<file path="config.mk">
export PLATFORM = sky130hd
export DESIGN_NAME = internal_register
export DESIGN_NICKNAME = d
export VERILOG_FILES = /design/src/rtl/internal_register.sv
export SDC_FILE = /design/constraint.sdc
export NUM_CORES = 1
export LEC_CHECK = 0
export BUFFER_PORTS_ARGS = -buffer_cell sky130_fd_sc_hd__buf_2
export CAP_MARGIN = 40
export CORE_ASPECT_RATIO = 1.5
export CORE_MARGIN = 3
export CORE_UTILIZATION = 60
export CTS_BUF_LIST = sky130_fd_sc_hd__clkbuf_4
export CTS_CLUSTER_DIAMETER = 100
export CTS_CLUSTER_SIZE = 16
export DETAILED_ROUTE_END_ITERATION = 10
export PLACE_DENSITY = 0.76
export SLEW_MARGIN = 25
export SYNTH_ARGS = -nofsm -noshare
export SYNTH_HDL_FRONTEND = slang
export SYNTH_SLANG_ARGS = --single-unit
</file>
<file path="constraint.sdc">
create_clock -name clock -period 1.8 [get_ports clock]
set_clock_uncertainty 0.05 [all_clocks]
set_input_delay 0.18 -clock clock [delete_from_list [all_inputs] [get_ports clock]]
set_output_delay 0.18 -clock clock [all_outputs]
set_load 0.02 [all_outputs]
</file>
<file path="src/rtl/internal_register.sv">
// ----------------------------------------------------------------------------
// internal_register
//   8 x 16-bit general-purpose register bank: one write port, two registered
//   read ports (operand A / operand B), single clock.
//
// Ports
//   clock    : system clock, rising edge
//   reset_n  : asynchronous active-low reset; clears all registers and outputs
//   enable   : block enable; gates writes and read-output updates
//   wr_en    : write enable (only effective with enable=1)
//   rd_adrs  : write address
//   ra_adrs  : read port A address
//   rb_adrs  : read port B address
//   data_in  : write data
//   ra_out   : registered read data A (1-cycle latency)
//   rb_out   : registered read data B (1-cycle latency)
// ----------------------------------------------------------------------------
module internal_register #(
    parameter int NUM_OF_REGITER    = 8,
    parameter int WIDTH_OF_REGISTER = 16,
    parameter int WIDTH_OF_ADDR     = 3
) (
    input  logic                         clock,
    input  logic                         reset_n,
    input  logic                         enable,
    input  logic                         wr_en,
    input  logic [WIDTH_OF_ADDR-1:0]     rd_adrs,
    input  logic [WIDTH_OF_ADDR-1:0]     ra_adrs,
    input  logic [WIDTH_OF_ADDR-1:0]     rb_adrs,
    input  logic [WIDTH_OF_REGISTER-1:0] data_in,
    output logic [WIDTH_OF_REGISTER-1:0] ra_out,
    output logic [WIDTH_OF_REGISTER-1:0] rb_out
);

    logic [NUM_OF_REGITER-1:0][WIDTH_OF_REGISTER-1:0] regs;
    logic                                             wr;
    logic [WIDTH_OF_REGISTER-1:0]                     ra_nxt;
    logic [WIDTH_OF_REGISTER-1:0]                     rb_nxt;

    assign wr = enable & wr_en;

    // One always_ff per entry so each register only sees its own decode.
    for (genvar i = 0; i < NUM_OF_REGITER; i++) begin : g_reg
        always_ff @(posedge clock or negedge reset_n) begin
            if (!reset_n)
                regs[i] <= '0;
            else if (wr && (rd_adrs == WIDTH_OF_ADDR'(i)))
                regs[i] <= data_in;
        end
    end

    // Write-first: a read of the address being written this edge returns the
    // new data rather than the stale register contents.
    always_comb begin
        ra_nxt = regs[ra_adrs];
        rb_nxt = regs[rb_adrs];
        if (wr && (ra_adrs == rd_adrs)) ra_nxt = data_in;
        if (wr && (rb_adrs == rd_adrs)) rb_nxt = data_in;
    end

    always_ff @(posedge clock or negedge reset_n) begin
        if (!reset_n) begin
            ra_out <= '0;
            rb_out <= '0;
        end else if (enable) begin
            ra_out <= ra_nxt;
            rb_out <= rb_nxt;
        end
    end

endmodule

</file>
-- Word-level counts from Yosys, hierarchy flattened
Index checks and enable logic that the tools add are counted.
- order comparisons: 2
- equality and inequality tests: 9
- mux-type cells: 6
- bitwise logic cells: 1
- reductions and logical operators: 11
- operators with widths (operator ; number):
    binary-select mux 16 bit (select 3 bit) ; 2
    2-to-1 mux 16 bit ; 4
    equality test 3 bit, second input constant ; 4
    logical AND 1 bit ; 10
    less-than comparator 3 x 4 -> 1 bit, second input constant ; 2
    equality test 3 x 2 -> 1 bit, second input constant ; 2
    equality test 3 bit ; 2
    equality test 3 x 1 -> 1 bit, second input constant ; 1
    zero test 3 bit ; 1
    bitwise AND 1 bit ; 1
- register bits after elaboration: 160
- input bits: 29
- output and inout port bits: 32

-- Depth between registers and ports, before layout
- word-level depth: 3
- mapped depth: 6
- mapped depth without buffers: 3

-- Worst setup path after synthesis
Ideal clock, no wire load.
- kind: in2reg
- start: input port rb_adrs[0]
- end: register rb_out[10]
- library setup time: 132 ps
- data arrival time: 1432 ps
- required time: 1618 ps
- path slack: 186 ps
- stages: 5
- buffers on the path: 2
- cell sequence: buf_2 -> buf_2 -> mux4_2 -> mux2i_1 -> o221ai_2
- longest elaborated chain between the ends: 3
- elaborated cells on any way between the ends: 5
- those cells by class: eq/ne: 1; mux: 3; reduce/logical: 1
- RTL lines (what ; line ; RTL):
    start: declaration ; 29 ; input logic [WIDTH_OF_ADDR-1:0] rb_adrs,
    binary-select mux 16 bit (select 3 bit) / equality test 3 bit (equally long branches) ; 56, 58 ;
    2-to-1 mux 16 bit (not written as such) / logical AND 1 bit (equally long branches) ; 56, 58 ;
    2-to-1 mux 16 bit (*) ; 58 ; if (wr && (rb_adrs == rd_adrs)) rb_nxt = data_in;
    end signal: assignment ; 67 ; rb_out <= rb_nxt;
    end: declaration ; 32 ; output logic [WIDTH_OF_REGISTER-1:0] rb_out
Mark *: on every way between the ends. The rest lies on a longest branch, timed or not. The select of a mux whose other input is x is not followed.
A chain may end at the register's enable or synchronous reset.

-- Final worst setup path
- start: register regs[116] (netlist name)
- end: register rb_out[4]
- longest elaborated chain between the ends: 3
- RTL lines (what ; line ; RTL):
    start: declaration ; 35 ; logic [NUM_OF_REGITER-1:0][WIDTH_OF_REGISTER-1:0] regs;
    start signal: indexed assignment ; 48 ; regs[i] <= data_in;
    binary-select mux 16 bit (select 3 bit) ; 56 ; rb_nxt = regs[rb_adrs];
    2-to-1 mux 16 bit (not written as such) ; 56 ;
    2-to-1 mux 16 bit ; 58 ;
No other way between the ends. The select of a mux whose other input is x is not followed.

==> summary.txt <==
MaxCap Viol Count: 0
largest area contributor in the netlist: dfrtp_1
clock buffer depth: 2
Final GP Congestion: 0.819
DRC viols: 0
Row Count: 52
fmax: 684 MHz
Final TNS setup: 0 ns
status: completed
TritonCTS clock tree: done
R2R Setup Slk: 0.34 ns
crit share post-route: 81.3%
Syn Nets: 558
Leak: 4.10 nW
critical path type: reg2reg
most frequent cells after synthesis: dfrtp_1, mux2_2, mux4_2
relative slew slack: 68.5%
hold_ws: 0.0175 ns
Cell Pwr Density: 1050 mW/mm2
ys async rst share: 100%
arrival time worst endpoint: 1.87 ns
I/O Pins: 61
nets: 652
final WL: 19.9 mm
wire per inst: 24.9 um
Num Clock Sinks: 160
worst r2r src: regs[116]$_DFFE_PN0P_
minimum clock period: 1.46 ns
Synth Flop Type: dfrtp_1
Post-CTS Repair Setup Buffers: 0
clock buffer count from CTS: 17
H-tree depth: 4
Routed Antenna Nets: 0
Clock Latency Late Sink: 0.58 ns
pin count of the biggest net entering global routing: 45
final slew viol count: 0
Largest stage delay, worst path: 0.48 ns
Critical Path Source: regs[116]$_DFFE_PN0P_
vias: 5251
Slew @ Worst Pin: 0.473 ns
Die Y-Extent: 150 um
Crit-path slowest cell: mux4_2
post-synthesis cell area: 0.00831 mm2
FF+latch count, synth: 160
worst hold path class: in2async
Ys Warns: 0
Non-Filler Instances: 799
top-count cell post-synth: dfrtp_1
Fin. Hold Viols: 0
synth-to-layout area growth: 13.5%
final core occ: 69.7%
EDFF count, synth: 0
worst-path maximum fanout: 3
clock root buffer: clkbuf_4
vias per cell: 6.57
final instance area: 0.00943 mm2
# resized after CTS: 0
top-area cell type share of the netlist area: 48.2%
setup repair after global routing missed its margin: false
port buffer count: 60
CP required: 2.20 ns
initial DRC count: 222
VDD IR-drop max: 0.622 mV
syn avg cell area: 15.7 um2
Setup crit end kind: flop
number of instances in the placed design: 749
starting density of the core: 61.4%
Yosys cell types: 23
initial antenna violation count: 1
Post-DP Area: 0.00898 mm2
clock slew at reported path FFs: 0.16 ns
first-pass GRT wire length: 31.6 mm
full die area: 0.0153 mm2
vias in the first global route: 5903
core area: 0.0135 mm2
Gate Count Post-Synth: 529
GRT overflow: 0
HPWL Detailed: 13.4 mm
Die Wd: 102 um
capture point of the worst path: rb_out[4]$_DFFE_PN0P_
setup violators final: 0
cells along the critical path: mux4_2 -> mux2i_1 -> o221ai_1
FF-to-FF End: rb_out[4]$_DFFE_PN0P_
Startpoint Class: flop
gr usage total: 28.1%
largest cells by area after synthesis: dfrtp_1, mux4_2, mux2_2, mux2i_1, o221ai_2
share of cells above drive strength 1: 52.2%
cells on worst reg2reg path: 3
Initial DRT Pass Iterations: 4
sequential area share after synthesis: 48.2%
## registers in the layout, indices dropped and copies added (netlist names)
register / cells
regs: 128
ra_out: 16
rb_out: 16
## worst max-delay path: cells and delay by family (launching register included)
family | cells | cell delay (ns)
muxes | 2 | 0.71
DFF | 1 | 0.42
AOI/OAI and AO/OA | 1 | 0.16
## what timing repair did
action                     in CTS  in global routing
setup endpoints to repair       0                  0
hold buffers                   17                  0
hold endpoints to repair      320                  0
## kinds of logic after synthesis
kind of cell / count (synthesis) / share of synthesized area, %
xor gates and xnor gates: 6 / 0.633
buffers and inverters: 57 / 3.58
AOI/OAI and AO/OA: 34 / 5.54
DFF: 160 / 48.2
muxes: 224 / 38.6
and+or+nand+nor: 48 / 3.49
## worst min-delay path by stage
stage                     startpoint                     to  slack [ns]
after detailed placement     reset_n  ra_out[1]$_DFFE_PN0P_        0.09
after floorplan              reset_n  ra_out[0]$_DFFE_PN0P_       -0.17
after CTS                    reset_n  ra_out[1]$_DFFE_PN0P_        0.02
after global routing         reset_n  ra_out[1]$_DFFE_PN0P_        0.03
final                        reset_n  ra_out[1]$_DFFE_PN0P_        0.02
after global placement       reset_n  ra_out[1]$_DFFE_PN0P_        0.09
## power by group
| part | switching (W) | internal (W) |
|---|---|---|
| combinational | 0.00116 | 0.00157 |
| clock | 0.00139 | 0.000722 |
| sequential | 0.000618 | 0.00444 |
| total | 0.00317 | 0.00673 |
## area by class of cell
class | instances | area [um2]
antenna | 1 | 2.50
clock buffer | 17 | 128
clock inverter | 15 | 151
fill | 952 | 4100
inverter | 17 | 63.8
multi-input combinational | 312 | 4010
sequential | 160 | 4000
tap | 162 | 203
timing repair buffer | 115 | 875
## metrics by stage
step,total power (W),setup slack (ns)
final,0.00990,0.337
after global routing,0.0104,0.250
after CTS,0.00996,0.350
after detailed placement,0.00785,0.0733
after global placement,0.00765,0.122
after floorplan,0.00695,0.186
## cell usage in the layout, fill, tap and decap left out
| cell type | instances |
|---|---|
| dfrtp_1 | 160 |
| mux2_2 | 115 |
| mux4_2 | 64 |
| buf_2 | 59 |
| nand2b_1 | 34 |
| mux2i_1 | 32 |
| buf_4 | 29 |
| o221ai_2 | 20 |
| clkbuf_4 | 17 |
| dlygate4sd3_1 | 17 |
| inv_1 | 16 |
| mux2_1 | 13 |
| o221ai_1 | 12 |
| buf_12 | 9 |
| nor2_1 | 6 |
| xor2_1 | 6 |
| clkinvlp_4 | 5 |
| inv_6 | 4 |
| clkinv_4 | 3 |
| or3_1 | 2 |
| o41ai_4 | 2 |
| or4b_1 | 2 |
| inv_8 | 2 |
| diode_2 | 1 |
| nand3_1 | 1 |
| nand3b_1 | 1 |
| inv_2 | 1 |
| and2_1 | 1 |
| nand2_1 | 1 |
| bufinv_16 | 1 |
| buf_6 | 1 |
## per-layer routing
| layer | global-route usage (%) | up-vias | wire length (um) |
|---|---|---|---|
| li1 | - | 2232 | - |
| met1 | 35.2 | 2790 | 7780 |
| met2 | 47.6 | 169 | 10700 |
| met3 | 5.61 | 60 | 803 |
| met4 | 11.8 | 0 | 619 |
| met5 | 0 | - | 0 |
Power figures use the tool's default switching activity.
